`src/rtl/perceptron_pkg.sv`:
```
// rtl/perceptron_pkg.sv - shared state type, index hash and saturating weight step
package perceptron_pkg;

    typedef enum logic [2:0] {
        ST_INIT,
        ST_IDLE,
        ST_COMPUTE,
        ST_WAIT_RES,
        ST_TRAIN
    } state_t;

    // Bounds for the widest supported weight; narrower weights scale these down.
    localparam int MAX_WEIGHT_W = 16;
    localparam int WMAX         = 2 ** (MAX_WEIGHT_W - 1) - 1;
    localparam int WMIN         = -WMAX;

    function automatic logic [31:0] hash_idx(input logic [31:0] addr, input int idx_w);
        logic [31:0] mask;
        mask = (32'd1 << idx_w) - 32'd1;
        return ((addr >> 2) ^ (addr >> (2 + idx_w))) & mask;
    endfunction

    function automatic logic signed [15:0] sat_add(input logic signed [15:0] w,
                                                   input logic              up,
                                                   input logic signed [15:0] hi,
                                                   input logic signed [15:0] lo);
        if (up) begin
            return (w >= hi) ? hi : w + 16'sd1;
        end
        return (w <= lo) ? lo : w - 16'sd1;
    endfunction

endpackage

```
`src/rtl/perceptron_weight_ram.sv`:
```
// rtl/perceptron_weight_ram.sv - flop-array weight table with async read, one write port and row clear
module perceptron_weight_ram #(
    parameter int ROWS     = 16,
    parameter int COLS     = 8,
    parameter int WEIGHT_W = 8,
    parameter int ROW_W    = 4,
    parameter int COL_W    = 3
) (
    input  logic                       clk,
    input  logic [ROW_W-1:0]           rd_row,
    input  logic [COL_W-1:0]           rd_col,
    output logic signed [WEIGHT_W-1:0] rd_data,
    input  logic                       wr_en,
    input  logic [ROW_W-1:0]           wr_row,
    input  logic [COL_W-1:0]           wr_col,
    input  logic signed [WEIGHT_W-1:0] wr_data,
    input  logic                       clr,
    input  logic [ROW_W-1:0]           clr_row
);

    logic signed [WEIGHT_W-1:0] mem [ROWS][COLS];

    assign rd_data = mem[rd_row][rd_col];

    // No reset here: the core's INIT sweep clears every row after reset.
    always_ff @(posedge clk) begin
        if (clr) begin
            for (int c = 0; c < COLS; c++) begin
                mem[clr_row][COL_W'(c)] <= '0;
            end
        end else if (wr_en) begin
            mem[wr_row][wr_col] <= wr_data;
        end
    end

endmodule

```
`src/rtl/perceptron_pred_core.sv`:
```
// rtl/perceptron_pred_core.sv - perceptron branch predictor with predict/resolve handshakes
module perceptron_pred_core
    import perceptron_pkg::*;
#(
    parameter int ADDR_W          = 8,
    parameter int HIST_LEN        = 7,
    parameter int WEIGHT_W        = 8,
    parameter int NUM_PERCEPTRONS = 16,
    parameter int THRESHOLD       = 15,
    parameter int SUM_W           = WEIGHT_W + $clog2(HIST_LEN + 1)
) (
    input  logic                    clk,
    input  logic                    rst,
    input  logic                    pred_req_valid,
    output logic                    pred_req_ready,
    input  logic [ADDR_W-1:0]       pred_req_addr,
    output logic                    pred_valid,
    output logic                    pred_taken,
    output logic signed [SUM_W-1:0] pred_sum,
    input  logic                    res_valid,
    output logic                    res_ready,
    input  logic                    res_taken,
    output logic                    init_done,
    output logic                    mispredict,
    output logic                    trained,
    output logic [HIST_LEN-1:0]     hist
);

    localparam int IDX_W   = $clog2(NUM_PERCEPTRONS);
    localparam int COL_W   = $clog2(HIST_LEN + 1);
    localparam int W_SHIFT = MAX_WEIGHT_W - WEIGHT_W;
    localparam logic signed [15:0] W_HI = 16'(WMAX >> W_SHIFT);
    localparam logic signed [15:0] W_LO = 16'(-((-WMIN) >> W_SHIFT));
    localparam logic [COL_W-1:0]   LAST_COL = COL_W'(HIST_LEN);
    localparam logic [IDX_W-1:0]   LAST_ROW = IDX_W'(NUM_PERCEPTRONS - 1);

    state_t                     state, state_nx;
    logic [IDX_W-1:0]           init_row, idx;
    logic [COL_W-1:0]           col;
    logic signed [SUM_W-1:0]    acc, sum_nx;
    logic                       res_t;
    logic signed [WEIGHT_W-1:0] rd_data, wr_data;
    logic signed [15:0]         rd_ext;
    logic signed [31:0]         sum_ext;
    logic [HIST_LEN:0]          x_vec;
    logic                       x_pos, need_train, hist_in, wr_en, clr;
    logic [HIST_LEN-1:0]        hist_nx;

    // Bipolar input for the current column: bit 0 is the constant bias input.
    assign x_vec  = {hist, 1'b1};
    assign x_pos  = x_vec[col];
    assign sum_nx = x_pos ? acc + SUM_W'(rd_data) : acc - SUM_W'(rd_data);
    assign rd_ext = 16'(rd_data);
    assign wr_data = WEIGHT_W'(sat_add(rd_ext, x_pos == res_t, W_HI, W_LO));

    assign sum_ext    = 32'(pred_sum);
    assign need_train = (res_taken != pred_taken) ||
                        (sum_ext <= THRESHOLD && sum_ext >= -THRESHOLD);
    assign hist_in    = (state == ST_TRAIN) ? res_t : res_taken;
    assign hist_nx    = HIST_LEN'({hist, hist_in});

    assign pred_req_ready = (state == ST_IDLE);
    assign res_ready      = (state == ST_WAIT_RES);

    always_comb begin
        state_nx = state;
        wr_en    = 1'b0;
        clr      = 1'b0;
        case (state)
            ST_INIT: begin
                clr = 1'b1;
                if (init_row == LAST_ROW) state_nx = ST_IDLE;
            end
            ST_IDLE:     if (pred_req_valid) state_nx = ST_COMPUTE;
            ST_COMPUTE:  if (col == LAST_COL) state_nx = ST_WAIT_RES;
            ST_WAIT_RES: if (res_valid) state_nx = need_train ? ST_TRAIN : ST_IDLE;
            ST_TRAIN: begin
                wr_en = !rst;
                if (col == LAST_COL) state_nx = ST_IDLE;
            end
            default: state_nx = ST_INIT;
        endcase
    end

    always_ff @(posedge clk) begin
        if (rst) begin
            state      <= ST_INIT;
            init_row   <= '0;
            idx        <= '0;
            col        <= '0;
            acc        <= '0;
            res_t      <= 1'b0;
            init_done  <= 1'b0;
            pred_valid <= 1'b0;
            pred_taken <= 1'b0;
            pred_sum   <= '0;
            mispredict <= 1'b0;
            trained    <= 1'b0;
            hist       <= '0;
        end else begin
            state      <= state_nx;
            mispredict <= 1'b0;
            trained    <= 1'b0;
            case (state)
                ST_INIT: begin
                    init_row <= init_row + 1'b1;
                    if (init_row == LAST_ROW) init_done <= 1'b1;
                end
                ST_IDLE: if (pred_req_valid) begin
                    idx <= IDX_W'(hash_idx(32'(pred_req_addr), IDX_W));
                    col <= '0;
                    acc <= '0;
                end
                ST_COMPUTE: begin
                    if (col == LAST_COL) begin
                        pred_valid <= 1'b1;
                        pred_taken <= ~sum_nx[SUM_W-1];
                        pred_sum   <= sum_nx;
                    end else begin
                        acc <= sum_nx;
                        col <= col + 1'b1;
                    end
                end
                ST_WAIT_RES: if (res_valid) begin
                    pred_valid <= 1'b0;
                    pred_taken <= 1'b0;
                    pred_sum   <= '0;
                    mispredict <= (res_taken != pred_taken);
                    res_t      <= res_taken;
                    col        <= '0;
                    if (!need_train) hist <= hist_nx;
                end
                ST_TRAIN: begin
                    if (col == LAST_COL) begin
                        trained <= 1'b1;
                        hist    <= hist_nx;
                    end else begin
                        col <= col + 1'b1;
                    end
                end
                default: ;
            endcase
        end
    end

    perceptron_weight_ram #(
        .ROWS     (NUM_PERCEPTRONS),
        .COLS     (HIST_LEN + 1),
        .WEIGHT_W (WEIGHT_W),
        .ROW_W    (IDX_W),
        .COL_W    (COL_W)
    ) u_weights (
        .clk     (clk),
        .rd_row  (idx),
        .rd_col  (col),
        .rd_data (rd_data),
        .wr_en   (wr_en),
        .wr_row  (idx),
        .wr_col  (col),
        .wr_data (wr_data),
        .clr     (clr),
        .clr_row (init_row)
    );

endmodule
```
`config.mk`:
```
export PLATFORM = sky130hd
export DESIGN_NAME = perceptron_pred_core
export DESIGN_NICKNAME = d
export VERILOG_FILES = /design/src/rtl/perceptron_pkg.sv /design/src/rtl/perceptron_weight_ram.sv /design/src/rtl/perceptron_pred_core.sv
export SDC_FILE = /design/constraint.sdc
export NUM_CORES = 1
export LEC_CHECK = 0
export BUFFER_PORTS_ARGS = -buffer_cell sky130_fd_sc_hd__buf_2
export CORE_ASPECT_RATIO = 1.1
export CORE_UTILIZATION = 57
export CTS_CLUSTER_DIAMETER = 50
export DETAILED_ROUTE_END_ITERATION = 8
export HOLD_SLACK_MARGIN = 0.03
export PLACE_DENSITY = 0.76
export SLEW_MARGIN = 30
export SYNTH_ARGS = -nofsm -noshare
export SYNTH_HDL_FRONTEND = slang
export SYNTH_SLANG_ARGS = --single-unit
```
`constraint.sdc`:
```
create_clock -name clk -period 8.6 [get_ports clk]
set_input_delay 2.15 -clock clk [delete_from_list [all_inputs] [get_ports clk]]
set_output_delay 2.15 -clock clk [all_outputs]
set_load 0.005 [all_outputs]
```
==> results.sh <==
export IMPL_outcome="completed"
export IMPL_tritoncts="built"
export IMPL_root_buffer="clkbuf_16"
export IMPL_synthFlopType="edfxtp_1"
export IMPL_slew_headroom_pct=26.7
export IMPL_p_leak_nw=16.2
export IMPL_postSynth_asyncResetShare_pct=0
export IMPL_portBuffers=35
export IMPL_postLayoutCellArea_sq_um=48000
export IMPL_hpwl_um=64200
export IMPL_drtPass1Iterations=6
export IMPL_power_density_nw_per_um2=237
export IMPL_synth_cell_area_sq_um=43300
export IMPL_grt_max_degree=129
export IMPL_met3_usage_pct=6.20
export IMPL_grtUsageMet1_pct=36.7
export IMPL_sequentialPowerShare_pct=52.1
export IMPL_grt_overflow_total=0
export IMPL_slowest_stage="dfxtp_4"
export IMPL_start_kind="flop"
export IMPL_yosys_cell_types_count=75
export IMPL_cts_sink_count=1077
export IMPL_finalSetupViolations=0
export IMPL_drive_gt1_share_pct=13.8
export IMPL_rr_worst_depth=15
export IMPL_post_synth_top_area_cell="edfxtp_1"
export IMPL_met2_usage_pct=42.5
export IMPL_seq_area_frac_synth_pct=73.5
export IMPL_report_final_slew_viol_count=0
export IMPL_gp_congestion=0.904
export IMPL_critPathRequiredTime_ns=8.98
export IMPL_die_h_um=291
export IMPL_fillers=4942
export IMPL_post_cts_setup_buffer_count=0
export IMPL_finClkSkew_ns=0.0325
export IMPL_path_clk_slew_ns=0.06
export IMPL_cts_max_level=3
export IMPL_drt_initial_drc_count=3049
export IMPL_busiest_layer="met2"
export IMPL_min_delay_start="acc[9]"
export IMPL_worst_ep_arrival_time_ns=6.86
export IMPL_avgSynthCellArea_sq_um=17.1
export IMPL_area_delta_synth_final_pct=11.0
export IMPL_crit_fanout=67
export IMPL_place_area_sq_um=44700
export IMPL_cts_buffers=103
export IMPL_vias_per_cell=6.62
export IMPL_syn_inst=2533
export IMPL_clkLatencyLatePin_ns=0.67
export IMPL_worst_pin_slew_ns=1.10
export IMPL_postCtsHoldBufs=0
export IMPL_synthTopCellsByArea="edfxtp_1 71%, mux2i_1 8.3%, mux4_2 4.0%, a22oi_1 3.6%, dfxtp_1 2.5%"
export IMPL_vias=24100
export IMPL_rsz0062_at_grt="false"
export IMPL_grt_pass1_wl_um=153000
export IMPL_wirelength_um=105000
export IMPL_min_path_cells=2
export IMPL_floorplan_initialDensity_pct=57.8
export IMPL_dieArea_sq_um=77100
export IMPL_io_pins=38
export IMPL_worstPathCellList="nor2b_4 -> buf_12 -> buf_4 -> a22oi_1 -> nand3_1 -> nand4_1 -> nor4_1 -> buf_4 -> inv_1 -> ha_1 -> nor2_1 -> nor2_1 -> a41oi_1 -> o211a_4 -> buf_4"
export IMPL_worst_hold_path_endpoint="acc[9]"
export IMPL_fmax_mhz=154
export IMPL_p_sw_mw=2.70
export IMPL_post_place_ws_ns=2.33
export IMPL_fin_hold_ws_ns=0.471
export IMPL_vdd_drop_max_v=0.000173
export IMPL_hold_violations=0
export IMPL_antenna_found_initial=2
export IMPL_regToRegSetupSlack_ns=2.12
export IMPL_r2r_end="u_weights.mem[1][49]"
export IMPL_path_common_cell="buf_4"
export IMPL_synth_top_cell_area_share_pct=71.0
export IMPL_max_cap_viol_count=0
export IMPL_min_path_type="reg -> reg"
export IMPL_crit_type="reg -> reg"
export IMPL_min_period_ns=6.48
export IMPL_ys_ff_latch=1077
export IMPL_p_comb_share_pct=9.4
export IMPL_intPower_mw=8.69
export IMPL_wl_per_cell_um=28.9
export IMPL_rows=105
export IMPL_grt_use_total_pct=27.3
export IMPL_core_sq_um=74900
export IMPL_finalNetCount=2631
export IMPL_finalSetupTns_ns=0
export IMPL_yosysWarnings=0
export IMPL_p_clk_share_pct=38.5
export IMPL_slowest_delay_ns=0.78
export IMPL_ant_nets=0
export IMPL_ctsLongestPathBuffers=3
export IMPL_die_w_um=265
export IMPL_drcViolationCount=0
export IMPL_first_global_vias=23300
export IMPL_fin_crit_sh_pct=75.3
export IMPL_syn_nets=2563
export IMPL_synth_edff_count=1024
export IMPL_cts_resized=0
export IMPL_switching_share_pct=23.7
export IMPL_endpoint_kind="flop"
export IMPL_setup_slack_ns=2.12
[synthesized netlist by cell type, types with 6 or more instances]
cell and count:
buf_1 10, dfxtp_1 53, a31oi_1 10, nor2_1 212
mux2i_1 360, o21ai_0 12, buf_6 15, nand3_1 107
and3_1 6, inv_1 15, clkbuf_1 45, nand2b_1 7
a21oi_1 32, nor2b_1 7, nor3_1 17, nand3b_1 6
nand2_1 70, mux4_2 77, a22oi_1 206, ha_1 16
xnor2_1 18, a221oi_1 9, edfxtp_1 1024, nand4_1 28
buf_4 25, buf_2 45
[power groups by stage]
stage / registers (mW) / clock network [mW] / logic [mW]
final: 5.93 / 4.39 / 1.07
after global routing: 5.94 / 4.62 / 1.12
after CTS: 5.93 / 4.42 / 1.05
after detailed placement: 6.04 / 0 / 1.04
after global placement: 6.03 / 0 / 1.01
after floorplan: 6.00 / 0 / 0.710
[flip-flops by register name, indices dropped and copies added (netlist names), 3 cells and up, named ones only]
| signal | cells |
|---|---|
| init_row | 4 |
| state | 3 |
| u_weights.mem | 1024 |
| hist | 7 |
| col | 3 |
| pred_sum | 11 |
| idx | 4 |
| acc | 11 |
[kinds of logic after synthesis]
family	count (synthesis)	share of synthesized area [%]
buffers and inverters	158	1.99
adders and majority gates	17	0.509
and+or+nand+nor	498	5.45
xor gates and xnor gates	24	0.503
DFF	1077	73.5
AOI/OAI and AO/OA	313	5.33
muxes	446	12.7
[worst max-delay path, delay by kind of cell (launching register included)]
family,cells,cell delay (ns)
buffers and inverters,5,1.50
AO/OA/AOI/OAI,3,1.62
adder cells (fa/ha/maj),1,0.20
AND/OR/NAND/NOR,6,1.89
flip-flops,1,0.78
[cell usage in the layout (no fill, tap or decap), types with 12 or more instances in the layout]
master / instances
mux2i_1: 360
nand4_1: 28
dfxtp_1: 50
a21oi_1: 32
o21ai_0: 12
nor2_1: 211
clkinv_1: 21
xnor2_1: 18
clkbuf_1: 17
nor3_1: 15
buf_4: 55
a22oi_1: 206
edfxtp_1: 1024
nand3_1: 107
inv_1: 15
ha_1: 16
nand2_1: 70
buf_2: 35
clkbuf_16: 106
clkinv_2: 14
mux4_2: 77
[worst max path at each step]
| stage | startpoint | to | slack, ns |
|---|---|---|---|
| floorplan | flop | u_weights.mem[0][14] | 0.67 |
| global placement | flop | pred_taken | 2.34 |
| detailed placement | flop | pred_taken | 2.33 |
| CTS | flop | acc[10] | 2.24 |
| global route | flop | acc[10] | 1.94 |
| finish | flop | u_weights.mem[1][49] | 2.12 |
[stage by stage]
step                power (mW)  util (%)  std cells
global route              11.7      64.1       3645
finish                    11.4      64.1       3646
global placement          7.04      59.6       3456
floorplan                 6.71         -       2533
CTS                       11.4      64.1       3644
detailed placement        7.08      59.7       3458
[layer usage]
| layer | wire length [um] | vias up | part of all wire [%] |
|---|---|---|---|
| met5 | 26 | - | 0.025 |
| met4 | 5060 | 4 | 4.8 |
| met3 | 11300 | 260 | 11 |
| met2 | 49200 | 1460 | 47 |
| met1 | 39700 | 12200 | 38 |
| li1 | - | 10200 | - |
[final cells by class]
class / count / area, sq um / area share (%)
sequential: 1077 / 31800 / 66.3
multi-input combinational: 1298 / 10800 / 22.5
clock buffer: 127 / 2750 / 5.72
tap: 963 / 1200 / 2.51
timing repair buffer: 104 / 878 / 1.83
clock inverter: 59 / 526 / 1.09
inverter: 17 / 63.8 / 0.133
antenna: 1 / 2.50 / 0.00521
(Power assumes the default switching activity.)
